`config.mk`:
```
export PLATFORM = sky130hd
export DESIGN_NAME = puf_resp_serializer
export DESIGN_NICKNAME = d
export VERILOG_FILES = /design/src/rtl/puf_ser_pkg.sv /design/src/rtl/puf_resp_serializer.sv
export SDC_FILE = /design/constraint.sdc
export NUM_CORES = 1
export LEC_CHECK = 0
export BUFFER_PORTS_ARGS = -buffer_cell sky130_fd_sc_hd__buf_2
export CAP_MARGIN = 20
export CORE_MARGIN = 2
export CORE_UTILIZATION = 35
export DETAILED_ROUTE_END_ITERATION = 6
export PLACE_DENSITY = 0.55
export SYNTH_ARGS = -nofsm -noshare
export SYNTH_HDL_FRONTEND = slang
export SYNTH_SLANG_ARGS = --single-unit
```
`constraint.sdc`:
```
create_clock -name clk -period 2.8 [get_ports clk]
set_input_delay 0.28 -clock clk [delete_from_list [all_inputs] [get_ports clk]]
set_output_delay 0.28 -clock clk [all_outputs]
set_load 0.05 [all_outputs]
```
`src/rtl/puf_ser_pkg.sv`:
```
// Shared types and helpers for the PUF response serializer.
// The frame is one header byte, the response bytes MSB first, then an XOR checksum byte.
package puf_ser_pkg;

    typedef enum logic [2:0] {
        IDLE = 3'd0,
        HDR  = 3'd1,
        DATA = 3'd2,
        CSUM = 3'd3,
        DONE = 3'd4
    } state_t;

    localparam int          FRAME_LEN        = 18;
    localparam logic [7:0]  DEFAULT_HDR_BYTE = 8'hA5;

    // XOR of all 16 bytes of a 128-bit response; the header is not part of it.
    function automatic logic [7:0] xor_fold8(input logic [127:0] v);
        logic [7:0] acc;
        acc = 8'h00;
        for (int i = 0; i < 16; i++) begin
            acc = acc ^ v[8*i +: 8];
        end
        return acc;
    endfunction

endpackage

```
`src/rtl/puf_resp_serializer.sv`:
```
// Captures the PUF response on the rising edge of puf_done and streams it as an
// 18-byte valid/ready frame. tx_data is registered; tx_valid decodes the state register.
module puf_resp_serializer
    import puf_ser_pkg::*;
#(
    parameter int         RESP_W   = 128,
    parameter logic [7:0] HDR_BYTE = DEFAULT_HDR_BYTE
) (
    input  logic              clk,
    input  logic              rst,
    input  logic              puf_done,
    input  logic [RESP_W-1:0] puf_out,
    output logic [7:0]        tx_data,
    output logic              tx_valid,
    input  logic              tx_ready,
    output logic              busy,
    output logic              frame_done,
    output logic              overrun
);

    localparam int NBYTES = RESP_W / 8;

    state_t            state_reg, state_next;
    logic              done_d;
    logic [RESP_W-1:0] resp_q, resp_next;
    logic [7:0]        csum_q, csum_next;
    logic [3:0]        idx_reg, idx_next;
    logic              overrun_reg, overrun_next;
    logic [7:0]        tx_data_next;
    logic              rise;
    logic              handshake;
    logic [7:0]        resp_bytes [NBYTES];

    assign rise      = puf_done & ~done_d;
    assign handshake = tx_valid & tx_ready;

    // Byte view of the response as it will be after this edge, MSB byte at index 0.
    generate
        for (genvar gi = 0; gi < NBYTES; gi++) begin : g_bytes
            assign resp_bytes[gi] = resp_next[RESP_W-1-8*gi -: 8];
        end
    endgenerate

    always_ff @(posedge clk or negedge rst) begin
        if (!rst) begin
            state_reg   <= IDLE;
            done_d      <= 1'b0;
            resp_q      <= '0;
            csum_q      <= 8'h00;
            idx_reg     <= 4'd0;
            overrun_reg <= 1'b0;
            tx_data     <= 8'h00;
        end else begin
            state_reg   <= state_next;
            done_d      <= puf_done;
            resp_q      <= resp_next;
            csum_q      <= csum_next;
            idx_reg     <= idx_next;
            overrun_reg <= overrun_next;
            tx_data     <= tx_data_next;
        end
    end

    always_comb begin
        state_next   = state_reg;
        idx_next     = idx_reg;
        resp_next    = resp_q;
        csum_next    = csum_q;
        overrun_next = overrun_reg;

        case (state_reg)
            IDLE: begin
                if (rise) begin
                    resp_next  = puf_out;
                    csum_next  = xor_fold8(puf_out);
                    idx_next   = 4'd0;
                    state_next = HDR;
                end
            end
            HDR: begin
                if (handshake) begin
                    state_next = DATA;
                end
            end
            DATA: begin
                if (handshake) begin
                    if (idx_reg == 4'(NBYTES - 1)) begin
                        state_next = CSUM;
                    end else begin
                        idx_next = idx_reg + 4'd1;
                    end
                end
            end
            CSUM: begin
                if (handshake) begin
                    state_next = DONE;
                end
            end
            DONE: begin
                state_next = IDLE;
            end
            default: begin
                state_next = IDLE;
            end
        endcase

        // A new edge outside IDLE (DONE included) is dropped but remembered.
        if (rise && state_reg != IDLE) begin
            overrun_next = 1'b1;
        end

        // Byte for the following cycle, so tx_data comes straight from a flop.
        case (state_next)
            HDR:     tx_data_next = HDR_BYTE;
            DATA:    tx_data_next = resp_bytes[idx_next];
            CSUM:    tx_data_next = csum_next;
            default: tx_data_next = 8'h00;
        endcase
    end

    always_comb begin
        tx_valid   = 1'b0;
        busy       = 1'b0;
        frame_done = 1'b0;
        case (state_reg)
            HDR, DATA, CSUM: begin
                tx_valid = 1'b1;
                busy     = 1'b1;
            end
            DONE: begin
                busy       = 1'b1;
                frame_done = 1'b1;
            end
            default: begin
                tx_valid   = 1'b0;
            end
        endcase
    end

    assign overrun = overrun_reg;

endmodule

```
Yosys cells after proc, flatten, opt, wreduce, memory -nomap -nowiden
Cells that the tools add are included.
Word-level totals
  word-level logic and storage cells: 62
  register bits: 153
  bits of input ports: 132
  output and inout bits: 12
Cells by class
  bitwise operators: 19
  reductions and logical operators: 5
  add/subtract/negate cells: 1
  eq/ne operators: 8
  order comparisons: 1
  mux-type cells: 21
Operators with widths (number)
  $mux W128: 2
  $xor A8 B8 Y8: 15
  $bmux W8 S4: 1
  $mux W8: 4
  $pmux W8 S3: 1
  $mux W3: 5
  $eq A3 B2 Y1 const B: 4
  $mux W4: 3
  $pmux W3 S4: 1
  $pmux W4 S2: 1
  $eq A3 B1 Y1 const B: 2
  $ge A5 B5 Y1 const B: 1
  $not A4 Y5: 1
  $add A4 B1 Y4 const B: 1
  $eq A4 B4 Y1 const B: 1
  $reduce_or A4 Y1: 1
  $eq A3 B3 Y1 const B: 1
  $logic_not A3 Y1: 1
  $mux W1: 3
  $reduce_bool A3 Y1: 1
  $reduce_or A3 Y1: 1
  $and A1 B1 Y1: 2
  $logic_and A1 B1 Y1: 1
  $not A1 Y1: 1

Longest topological paths before layout
Gate-level depths: netlist of the first run.
  word-level depth: 18
  depth in mapped cells: 11
  mapped depth without buffers: 9

Worst setup path after synthesis of the first run
OpenSTA, ideal clock, no wires.
  path kind: reg2reg
  start: register state_reg[2]
  end: register tx_data[2]
  cell stages (with the launch flop): 11
  setup slack: 0.396 ns
  clock period less this slack: 2.404 ns
  arrival time: 2.275 ns
  path through: dfrtp_1 > o21ba_2 > buf_4 > nand4_1 > a221oi_2 > buf_6 > buf_12 > mux2i_1 > mux2_2 > mux2i_1 > a2111o_1
Between the ends
  cells in the longest elaborated chain, start to end: 11
  elaborated cells between the ends (all ways): 25
  those cells by class: eq/ne (6); mux (15); bitwise (2); reduce/logical (2)
Ends and longest elaborated chain
  start, declared: line puf_resp_serializer.sv:23  | state_t state_reg, state_next;
  start signal, assigned: line puf_resp_serializer.sv:54  | state_reg <= state_next;
  $eq A3 B2 Y1 / $eq A3 B1 Y1 (equally long branches): line puf_resp_serializer.sv:125  | case (state_reg)
  $reduce_or A3 Y1 *
  $mux W1 *: line puf_resp_serializer.sv:125
  via tx_valid: line puf_resp_serializer.sv:14  | output logic tx_valid,
  $and A1 B1 Y1 *: line puf_resp_serializer.sv:35  | assign handshake = tx_valid & tx_ready;
  $mux W4: line puf_resp_serializer.sv:86  | if (handshake) begin
  $pmux W4 S2: line puf_resp_serializer.sv:71  | case (state_reg)
  $not A4 Y5 (not written as such): line puf_resp_serializer.sv:115  | DATA: tx_data_next = resp_bytes[idx_next];
  $bmux W8 S4: line puf_resp_serializer.sv:115
  $mux W8 (not written as such) (2 in series): line puf_resp_serializer.sv:115
  $pmux W8 S3 *: line puf_resp_serializer.sv:113  | case (state_next)
  via tx_data_next[2]: line puf_resp_serializer.sv:29  | logic [7:0] tx_data_next;
  end signal, assigned: line puf_resp_serializer.sv:60  | tx_data <= tx_data_next;
  end, declared: line puf_resp_serializer.sv:13  | output logic [7:0] tx_data,
The timed path passes the listed nets; every way through them passes the cells marked *. The select of a mux whose other input is x is not followed.
A chain may end at the register's enable or synchronous reset.

Final worst setup path of the first run
  start: input port puf_done
  end: register tx_data[7]
Between the ends
  cells in the longest elaborated chain, start to end: 8
  elaborated cells between the ends (all ways): 17
  those cells by class: eq/ne (3); mux (12); bitwise (2)
Ends and longest elaborated chain
  start, declared: line puf_resp_serializer.sv:11  | input logic puf_done,
  $and A1 B1 Y1 *: line puf_resp_serializer.sv:34  | assign rise = puf_done & ~done_d;
  $mux W4: line puf_resp_serializer.sv:73  | if (rise) begin
  $pmux W4 S2: line puf_resp_serializer.sv:71
  $not A4 Y5 (not written as such): line puf_resp_serializer.sv:115
  $bmux W8 S4: line puf_resp_serializer.sv:115
  $mux W8 (not written as such) (2 in series): line puf_resp_serializer.sv:115
  $pmux W8 S3 *: line puf_resp_serializer.sv:113
  via tx_data_next[7]: line puf_resp_serializer.sv:29
Marked as above.

==> results of run 1 <==
==> cells by family after synthesis <==
kind of cell | Yosys count | synth area share, %
multiplexers | 185 | 24.1
flip-flops | 153 | 45.9
AND/OR/NAND/NOR | 123 | 6.62
XOR/XNOR | 120 | 12.6
AO/OA/AOI/OAI | 76 | 7.18
buffers and inverters | 44 | 3.39
adder cells (fa/ha/maj) | 1 | 0.150
==> synthesized netlist by cell type, types with 3 or more instances <==
cell	number	area (um2)
mux2_1	4	45.0
nor2b_1	4	25.0
mux2_2	123	1390
a311o_1	17	170
a2111o_1	4	45.0
buf_6	5	56.3
a211oi_1	4	30.0
dfrtp_1	153	3830
mux2i_1	58	581
inv_1	8	30.0
clkbuf_1	6	22.5
nand2_1	66	248
buf_12	3	60.1
xnor2_1	104	911
a221oi_1	3	26.3
buf_2	19	95.1
a21oi_1	15	75.1
and2_1	3	18.8
o21ai_0	14	70.1
o21ai_1	4	20.0
o22a_1	3	26.3
nand3_1	6	30.0
xor2_1	16	140
nor2_1	28	105
==> cell usage in the layout, fill, tap and decap left out, drive strengths merged, types with 4 or more instances in the layout <==
cell / instances
a21oi: 15
xnor2: 104
a221oi: 4
dfrtp: 153
inv: 9
a2111o: 4
nand2: 66
mux2: 127
a211oi: 4
a311o: 17
clkbuf: 22
nand3: 6
o21ai: 19
nor2: 29
clkinv: 4
buf: 166
xor2: 16
nor2b: 4
mux2i: 58
==> area by class of cell <==
class | instances | area (um2) | share of cell area (%)
inverters | 9 | 33.8 | 0.333
flip-flops and latches | 153 | 3830 | 37.7
multi-input cells | 505 | 4240 | 41.8
well taps | 319 | 399 | 3.93
clock buffers | 22 | 464 | 4.58
diodes | 1 | 2.50 | 0.0247
clock inverters | 10 | 144 | 1.42
repair buffers | 168 | 1030 | 10.1
==> per-layer routing <==
layer  GRT usage (%)  share of wire, %  vias to the layer above  routed length, um
li1                -                 -                     2749                  -
met1            22.2                48                     2755               9430
met2            25.4                44                      147               8780
met3            4.74               6.1                       27               1200
met4            5.02               1.4                       10                268
met5               0              0.34                        -                 67
==> report_power, final <==
part           leakage, nW  internal (mW)  total (mW)  switching, mW
Sequential            1.85           3.26        3.57          0.314
Combinational         2.52           2.37        4.86           2.48
Clock                0.287           1.45        2.37          0.915
==> worst min-delay path: cells and delay by family <==
family | cells | cell delay (ns)
buf+inv | 1 | 0.10
simple gates | 2 | 0.13
==> worst paths after layout <==
kind,cells after the start,end,start
max in group asynchronous,3,tx_data[6],rst
min in group asynchronous,2,resp_q[79],rst
max,10,tx_data[7],puf_done
min reg2reg,2,resp_q[46],resp_q[46]
min,3,resp_q[26],puf_out[26]
max reg2reg,9,tx_data[7],idx_reg[0]
==> timing repair <==
item	CTS	global route
resized for setup	0	1
endpoints found under the hold margin	52	0
endpoints found under the setup margin	0	2
hold buffers	2	0
==> run summary, run 1 <==
The post-synthesis sequential area ratio came out at 45.9%. The worst hold slack came out at between 0.1 and 0.15 ns. The worst setup path is captured at a flop. The max-capacitance violation count came out at 0. The number of slew-limit violations in the final report is 0. The post-synthesis instance area is approximately 8300 um2. The final-stage net count is roughly 990.

The hold violation count in the final report came to 0. Counting tap cells, the placed design contains a total of about 1200 instances. The worst relative slew slack is between 60 and 70%. In the routed layout, each cell is associated on average with a via count of 4.79. The global placement routability congestion is 0.749.

The via count of the routed design came out at roughly 5700. The smallest clock period supported by the final layout is computed as between 2 and 3 ns. The setup slack at placement came out at ~0.14 ns.

The overall fraction of global-route tracks in use came out at between 15 and 20%. The first-iteration detailed-routing DRC count came out at 308. The initial antenna violation count came out at 6. The area growth from synthesis to final layout is 21.7%. The area of placed instances came out at approximately 9500 um2.

At the worst endpoint, the arrival time is 2.97 ns. The register with the most flip-flops is resp_q. In the synthesized netlist the async set-or-reset flop fraction comes to between 90% and 100%. Synthesis handed over a netlist of 702 instances. Summed over all failing endpoints, the final setup total negative slack is 0 ns.

In this run the deepest clock path goes through 2 buffers. The total DRC errors in the routed layout is 0. The register bit total from synthesis came out at 153.

IR analysis of the VDD net gives a maximum drop of 0.512 mV. During placement, the flow inserted port buffers numbering approximately 140. The post-route clock period utilization is between 90% and 100%. The critical-path cell with the highest stage delay is dlygate4sd3_1.

The flow ran to the end, and the final reports show no timing, DRC or antenna violations. The total buffers and inverters traversed by the critical path came out at 3. Pin placement for this block handled ~140 I/O pins.

The final design utilization is around 43%. Counting distinct cell types in the post-synthesis netlist gives 50. The largest incremental delay on the critical path came out at 0.52 ns. The leakage power came out at 4.66 nW. The count of buffers added by post-CTS timing repair for setup came out at 0. The first global-routing pass estimated 31300 um of wire. Counting flops with a built-in enable in the synthesized netlist gives 0. The clock sink count came out at around 150. The row count came out at 56. Setup repair after global routing left no endpoint under its margin.

The post-route standard cell area excluding fillers is a little over 10000 um2. The flip-flop count of the largest register, all copies and words added is around 130. TritonCTS built the clock tree. After synthesis, the mean cell area works out to approximately 12 um2.

The via count of the first global-routing pass is 5815. The wire length after detailed routing is roughly 20000 um. The die is 158 um wide. The highest fanout seen on the critical path came out at 16. Dividing the detail-routed wire length by the instance count gives 16.6 um. The dominant synthesized flop cell is dfrtp_1.

The floorplan step set the die height to around 160 um. Cells with a size suffix above 1 make up around two fifths of the layout. When the netlist entered floorplanning its net count stood at approximately 840. The final setup skew is 0.00698 ns. The number of buffers added by the clock tree synthesis step is 17.

Among the stages of the critical path, the cell type that occurs most often is mux2i_1. The clock input transition at the sequential cells of the worst setup and hold paths came out at 0.06 ns. The fmax came out at roughly 370 MHz. The number of synthesis warnings is 0. The number of nets still failing antenna checks after routing came out at 0.

The required arrival time at the worst endpoint came out at 3.10 ns. The worst setup path is of the in -> reg kind. The reg-to-reg setup timing slack is between 0.15 and 0.2 ns. STA classifies the critical path startpoint as a primary input. The area of the die came out at roughly 25000 um2. The filler cells instantiated in the layout total 2261.

The maximum number of pins on one net before global-route repair is 55. The number of cells in the finished layout apart from fillers came out at about 1200. The H-tree generated during clock tree synthesis spans 4 levels. The total power is 10.8 mW. The critical path goes through dlygate4sd3_1 > buf_2 > nor2b_1 > o21ai_2 > a221oi_4 > buf_12 > mux2i_1 > mux2_2 > mux2i_1 > a2111o_1.

The actual transition at the worst max-transition pin came out at roughly 0.56 ns. The placed wire-length estimate after detailed placement came out at between 10000 and 15000 um. The tightest min-delay check is of the in -> reg type.

In the final layout, the registers with the most flip-flops are resp_q x128, csum_q x8, tx_data x8. The total grt overflow came out at 0. The kind of cell with the highest combined delay along the critical path is compound AO/OA/AOI/OAI gates. The area of the core came out at 23400 um2. The total power density per cell area came out at 1060 nW/um2. The clock latency reported for the late side of the worst-skew pair came out at roughly 0.42 ns. The initial core utilization is between 30 and 40%. The worst path setup slack after routing is 0.132 ns. CTS placed an instance of clkbuf_16 at the clock tree root. The number of detailed-routing iterations run before antenna repair came out at 4. The setup violation total in the final timing report is 0.
Power figures use the tool's default switching activity.
==> run 2, diff against run 1 <==
Settings changed: CORE_ASPECT_RATIO from default to 1.25.
==> run 2 against run 1 <==
  * Combinational power up 1%
  * Maximum frequency decreased by 0.34%
  * Die area barely moved
==> run summary, run 2 (synthesized netlist as in run 1, its figures left out) <==
The required arrival time at the worst endpoint came to 3.10 ns (about the same). The worst register-to-register path ends at tx_data[2]. The average vias per placed instance came to 4.87 (+1.6%). The placed wire-length estimate after detailed placement came out at 14700 um (+2.8%). The root cell of the clock tree is clkbuf_16. The area of the die is 25100 um2 (about the same).

The total buffers and inverters traversed by the critical path is 2 (-1). The leakage power is 4.74 nW (+1.7%). The highest fanout seen on the critical path is 10 (-6).

The worst hold path terminates at resp_q[45]. The total power density per cell area came out at 1070 nW/um2 (+0.95%). The wire length after detailed routing came to 19900 um (+0.76%). The area growth from synthesis to final layout is 22.9%.

Leaving out fill and tap cells, the most frequent cell in the layout is dfrtp_1. The critical-path cell with the highest stage delay is dfrtp_1. The total DRC errors in the routed layout came out at 0 (unchanged). The arrival time at the worst endpoint came out at 2.98 ns (about the same). The actual transition at the worst max-transition pin is 0.734 ns (+0.173 ns). The start point of the worst hold path is puf_out[45]. The initial antenna violation count is 4 (-2). The CTS H-tree depth is 4 (unchanged). The number of nets still failing antenna checks after routing is 0 (unchanged). The wire length of the first global-routing pass is 31700 um (+1.5%). The maximum resistive drop on vdd came out at 0.503 mV (-1.8%).

The number of buffers added by the clock tree synthesis step is 17 (unchanged). The time the worst path needs with I/O delays and setup came out at 2.68 ns (+0.00918 ns). The worst-case reg-to-reg path depth came out at 9 (unchanged). The final setup skew is 0.00850 ns (+0.00152 ns). The initial core utilization is 35.4% (-0.25 points). The row count came out at 63 (+13%). The fraction of final layout cells sized beyond drive strength 1 was 39.5% (+1.1 points). The global placement routability congestion is 0.844 (+13%).

The cell type group with the largest total delay on the critical path is compound AO/OA/AOI/OAI gates. The via count of the first global-routing pass came out at 5934 (+2.0%). The post-route clock period utilization came out at 95.6% (+0.33 points).

The total grt overflow is 0 (unchanged). The register with the most flip-flops is resp_q. The maximum number of pins on one net before global-route repair was 59 (+7.3%). The clock tree from TritonCTS is done. The flow ran to the end, and the final reports show no timing, DRC or antenna violations.

The number of placed cells counting well taps came to 1129 (-2.0%). The largest incremental delay on the critical path came out at 0.46 ns (-0.06 ns). The first-iteration detailed-routing DRC count is 189 (-39%). The overall fraction of global-route tracks in use is 16.4% (+0.026 points).

In the final layout, the registers with the most flip-flops are resp_q x128, csum_q x8, tx_data x8. The reg-to-reg setup timing slack came out at 0.12 ns (-0.04 ns). The tightest min-delay check is of the in -> reg type.

The clock tree buffer depth came out at 2 (unchanged). The fmax came to 373 MHz (-0.34%). The height of the die was 177 um (+12%).

The number of cells in the finished layout apart from fillers is 1168 (-1.6%). The routed wirelength normalized by instance count came out at 17.0 um (+2.4%). The max-capacitance violation count is 0 (unchanged). The critical path launch point type is a flop.

The final design utilization is 43.5% (+0.12 points). The via count of the routed design came to 5686 (-0.035%). In the layout the commonest cells are dfrtp_1, buf_2, mux2_2. The flip-flop count of the largest register, all copies and words added is 128 (unchanged).

The number of detailed-routing iterations run before antenna repair is 4 (unchanged). The total of buffers placed on input and output ports came out at 143 (unchanged). The critical path in this run is classified as reg -> reg. The clock input transition at the sequential cells of the worst setup and hold paths is 0.06 ns (about the same). The area of the core is 23600 um2 (+0.71%).

The clock sink count is 153 (unchanged). The endpoint type of the worst setup path is a flop. The number of cells on the worst hold path came out at 3 (unchanged). The worst relative slew slack is 50.6% (-12 points).

Traced cell by cell, the critical path runs through o21ba_2 > nand4_1 > a221oi_4 > buf_12 > buf_12 > mux2i_1 > mux2_2 > mux2i_1 > a2111o_1. The final-stage net count is 995 (+0.81%). The setup violation total in the final timing report is 0 (unchanged).

The hold violation count in the final report is 0 (unchanged). The number of slew-limit violations in the final report came out at 0 (unchanged). The clock latency reported for the late side of the worst-skew pair is 0.43 ns (about the same). The width of the die came to 142 um (-10%).

The worst register-to-register path begins at state_reg[2]. The number of top-level pins is 144 (unchanged).
==> run 2: cell count changes in the layout (fill, tap and decap cells not counted) <==
cell	before	now
clkbuf_8	2	0
clkinv_2	1	4
clkinv_4	3	2
nand3_2	0	1
clkinvlp_4	3	2
a221oi_1	3	1
buf_4	14	20
clkbuf_1	3	1
clkbuf_16	17	18
diode_2	1	2
buf_12	9	10
nand3_1	6	5
bufinv_16	3	5
a221oi_2	0	2
==> run 2: repair_timing <==
| action | in CTS | in global routing |
|---|---|---|
| endpoints found under the hold margin | 55 | 0 |
| gates resized for setup | 0 | 4 |
| endpoints found under the setup margin | 0 | 4 |
| hold buffers | 2 | 0 |
| buffers inserted | 0 | 3 |
==> run 2: metrics by stage <==
stage | setup TNS, ns | instance area [um2] | hold slack (ns) | power, mW | setup WS [ns]
6_report | 0 | 10200 | 0.106 | 11.0 | 0.122
3_5_place_dp | 0 | 9500 | 0.291 | 8.50 | 0.0306
5_1_grt | -0.0464 | 10200 | 0.112 | 11.8 | -0.0262
3_3_place_gp | 0 | 9500 | 0.294 | 8.42 | 0.0319
4_1_cts | 0 | 10200 | 0.0903 | 11.0 | 0.0129
2_1_floorplan | 0 | 8340 | -0.0156 | 7.27 | 0.396
==> run 2: worst max-delay path by stage <==
stage	startpoint	depth (start not counted)	slack [ns]	end
global route	state_reg[2]	9	-0.03	tx_data[2]
CTS	state_reg[0]	9	0.01	tx_data[1]
finish	state_reg[2]	9	0.12	tx_data[2]
floorplan	state_reg[2]	10	0.40	tx_data[2]
global placement	state_reg[0]	9	0.03	tx_data[1]
detailed placement	state_reg[0]	9	0.03	tx_data[1]
==> run 2: metal layers <==
layer / track usage (%) / routed length (um)
met5: 0 / 28
met4: 5.38 / 330
met3: 3.74 / 840
met2: 27.5 / 9710
met1: 21.0 / 9000
==> run 2: report_power, final <==
group / internal (mW) / total [mW] / switching (mW)
sequential: 3.26 / 3.58 / 0.319
combinational: 2.43 / 4.93 / 2.50
clock: 1.57 / 2.50 / 0.924
==> run 2: worst register-to-register path, stage by stage (launching register included) <==
cell      delay, ns
dfrtp_1        0.46
o21ba_2        0.40
nand4_1        0.19
a221oi_4       0.33
buf_12         0.16
buf_12         0.14
mux2i_1        0.21
mux2_2         0.18
mux2i_1        0.07
a2111o_1       0.41
==> run 2: area by class of cell <==
class	instances	area (um2)
clock buffer	18	429
timing repair buffer	176	1120
multi-input combinational	505	4260
clock inverter	13	203
tap	292	365
antenna	2	5.00
sequential	153	3830
fill	2254	13300
inverter	9	33.8
==> run 3, diff against run 2 <==
Settings changed: PLACE_DENSITY 0.55 to 0.57.
Clock period 2.8 ns to 2.3 ns, I/O delays scaled along.
==> run 3 against run 2 <==
  * The flow now finishes with violations (negative setup slack)
  * Sequential share of layout area fell by 2.0 points
  * Clock power rose by 13%
  * First-iteration DRC count rose by 6.3%
  * Via count rose by 3.3%
  * Critical path depth rose by 1
  * Critical endpoint is now tx_data[4]
  * Largest cell class unchanged
  * Largest power group unchanged
==> run summary, run 3 (synthesized netlist as in run 1, its figures left out) <==
The most critical setup path has its endpoint at tx_data[4]. The type of the worst min-delay path is in -> reg. The worst relative slew slack was 68.8% (+18 points). The actual transition at the worst max-transition pin came to 0.468 ns (-0.266 ns). The area of the die came to 25100 um2 (unchanged). The total DRC errors in the routed layout was 0 (unchanged). The total of buffers placed on input and output ports is 143 (unchanged). The root cell of the clock tree is clkbuf_16.

The via count of the first global-routing pass came to 6250 (+5.3%). The maximum resistive drop on vdd is 0.591 mV (+18%). The area of placed instances came out at 9820 um2 (+3.4%). The wire length of the first global-routing pass was 33200 um (+4.6%). The most common cell after layout, fill and taps aside is dfrtp_1.

The worst setup path is captured at a flop. The post-route clock period utilization came out at 108% (+12 points). The met2 track utilization from global routing came out at 29.7% (+2.3 points). The width of the die came to 142 um (unchanged).

Setup repair after global routing could not meet its margin everywhere. The CTS H-tree depth is 4 (unchanged). The critical path goes through buf_4 > o21ba_4 > buf_4 > a41o_1 > o31ai_4 > buf_4 > buf_12 > mux2_2 > mux2_2 > o21ai_1. met2 is the most crowded layer. The clock input transition at the sequential cells of the worst setup and hold paths is 0.06 ns (about the same). TritonCTS built the clock tree. The summed negative setup slack over all endpoints came out at -1.19 ns (-1.19 ns). The wire length after detailed routing was 20500 um (+3.0%).

The setup slack at placement came out at -0.397 ns (-0.428 ns). The height of the die came out at 177 um (unchanged). The number of buffers added by the clock tree synthesis step is 17 (unchanged). The setup violation total in the final timing report came out at 8 (+8). The row count came to 63 (unchanged). The cell that appears most often on the critical path is buf_4. The worst setup path is of the reg -> reg kind. STA classifies the critical path startpoint as a flop. The clock tree buffer depth came to 2 (unchanged). The highest fanout seen on the critical path came to 31 (+21). The time the worst path needs with I/O delays and setup came out at 2.48 ns (-0.198 ns). The maximum number of pins on one net before global-route repair is 51 (-14%).

The library cells used most frequently in the layout, excluding fill and tap cells, are dfrtp_1, buf_2, mux2_2. On the critical path, the stage with the largest delay is an instance of dfrtp_2. The area of the core is 23600 um2 (unchanged). The number of cells in the finished layout apart from fillers came out at 1225 (+4.9%). The flip-flop count of the largest register, all copies and words added is 128 (unchanged). The via count of the routed design was 5874 (+3.3%). The startpoint identified for the worst hold timing path is puf_out[15]. The first-iteration detailed-routing DRC count is 201 (+6.3%).

The max-capacitance violation count is 0 (unchanged). The run finished, with violations left. The required arrival time at the worst endpoint was 2.64 ns (-0.46 ns). The final setup skew was 0.00804 ns (-0.000466 ns).

The worst-case reg-to-reg path depth is 10 (+1). The clock sink count is 153 (unchanged). The area growth from synthesis to final layout came out at 30.0%. The global placement routability congestion came out at 0.753 (-11%). The hold violation count in the final report is 0 (unchanged). The number of detailed-routing iterations run before antenna repair came to 4 (unchanged). In this run the worst setup path begins at state_reg[0]. The worst path setup slack after routing came to -0.180 ns (-0.302 ns). The number of placed cells counting well taps was 1165 (+3.2%). The register with the most flip-flops is resp_q. The routed wirelength normalized by instance count came out at 16.7 um (-1.8%). The worst register-to-register path ends at tx_data[4]. The leakage power is 5.07 nW (+7.0%). The average vias per placed instance was 4.80 (-1.5%). The initial antenna violation count came to 3 (-1).

The reg-to-reg setup timing slack was -0.18 ns (-0.30 ns). The total power density per cell area came out at 1290 nW/um2 (+20%). The number of top-level pins is 144 (unchanged). The placed wire-length estimate after detailed placement came out at 14900 um (+1.8%). The startpoint identified for the worst register-to-register timing path is state_reg[0]. The overall fraction of global-route tracks in use came out at 17.3% (+0.88 points).

The met3 track utilization from global routing is 3.61% (-0.14 points). The total grt overflow is 0 (unchanged). The final-stage net count is 1051 (+5.6%). The largest incremental delay on the critical path came out at 0.43 ns (-0.03 ns). The initial core utilization is 35.4% (unchanged). The fraction of final layout cells sized beyond drive strength 1 came out at 44.4% (+4.9 points).

The number of nets still failing antenna checks after routing is 0 (unchanged). The checks that failed: negative setup slack. The met1 usage in global routing came to 21.8% (+0.76 points). The fmax came out at 403 MHz (+8.0%). The number of slew-limit violations in the final report is 0 (unchanged). The clock latency reported for the late side of the worst-skew pair is 0.42 ns (about the same).

The arrival time at the worst endpoint is 2.82 ns (-0.16 ns). The post-route standard cell area excluding fillers is 10800 um2 (+5.8%). The largest registers in the layout are resp_q x128, csum_q x8, tx_data x8.
run 3: metal layers:
layer | vias to the layer above | wire length (um)
li1 | 2892 | -
met1 | 2853 | 9030
met2 | 103 | 10400
met3 | 24 | 698
met4 | 2 | 349
met5 | - | 14
run 3: power breakdown:
| part | switching, mW | leakage, nW | internal [mW] | total [mW] |
|---|---|---|---|---|
| clock | 1.15 | 0.284 | 1.67 | 2.82 |
| sequential | 0.346 | 1.84 | 3.97 | 4.32 |
| combinational | 3.25 | 2.94 | 3.58 | 6.83 |
| total | 4.75 | 5.07 | 9.22 | 14.0 |
run 3: repair_timing:
action | CTS | global route
pin swaps | 7 | 0
cloned | 4 | 0
buffers inserted | 18 | 3
gates resized for setup | 22 | 9
hold buffers | 2 | 0
endpoints found under the setup margin | 8 | 8
endpoints found under the hold margin | 44 | 0
run 3: final cells by class:
cell class	count	area [um2]
clock buffers	20	457
diodes	2	5.00
multi-input cells	505	4320
repair buffers	232	1680
flip-flops and latches	153	3830
clock inverters	12	140
well taps	292	365
fillers	2165	12700
inverters	9	33.8
run 3: through the flow:
stage	hold slack, ns	power [mW]	util, %
6_report	0.0514	14.0	46.0
5_1_grt	0.0497	14.9	46.0
4_1_cts	0.0279	14.1	45.7
3_5_place_dp	0.204	10.7	41.7
3_3_place_gp	0.211	10.6	41.7
2_1_floorplan	-0.0656	8.98	-
run 3: critical path, delay by kind of cell, from the launching register on:
kind / cells / cell delay, ns
buffers and inverters: 4 / 0.65
muxes: 2 / 0.63
AOI/OAI and AO/OA: 4 / 0.66
DFF: 1 / 0.43
run 3: worst min-delay path by stage:
stage / slack, ns / cells after the start / endpoint
final: 0.05 / 3 / resp_q[15]
after global routing: 0.05 / 3 / resp_q[15]
after CTS: 0.03 / 3 / resp_q[31]
after detailed placement: 0.20 / 1 / resp_q[104]
after global placement: 0.21 / 1 / resp_q[104]
after floorplan: -0.07 / 0 / csum_q[0]
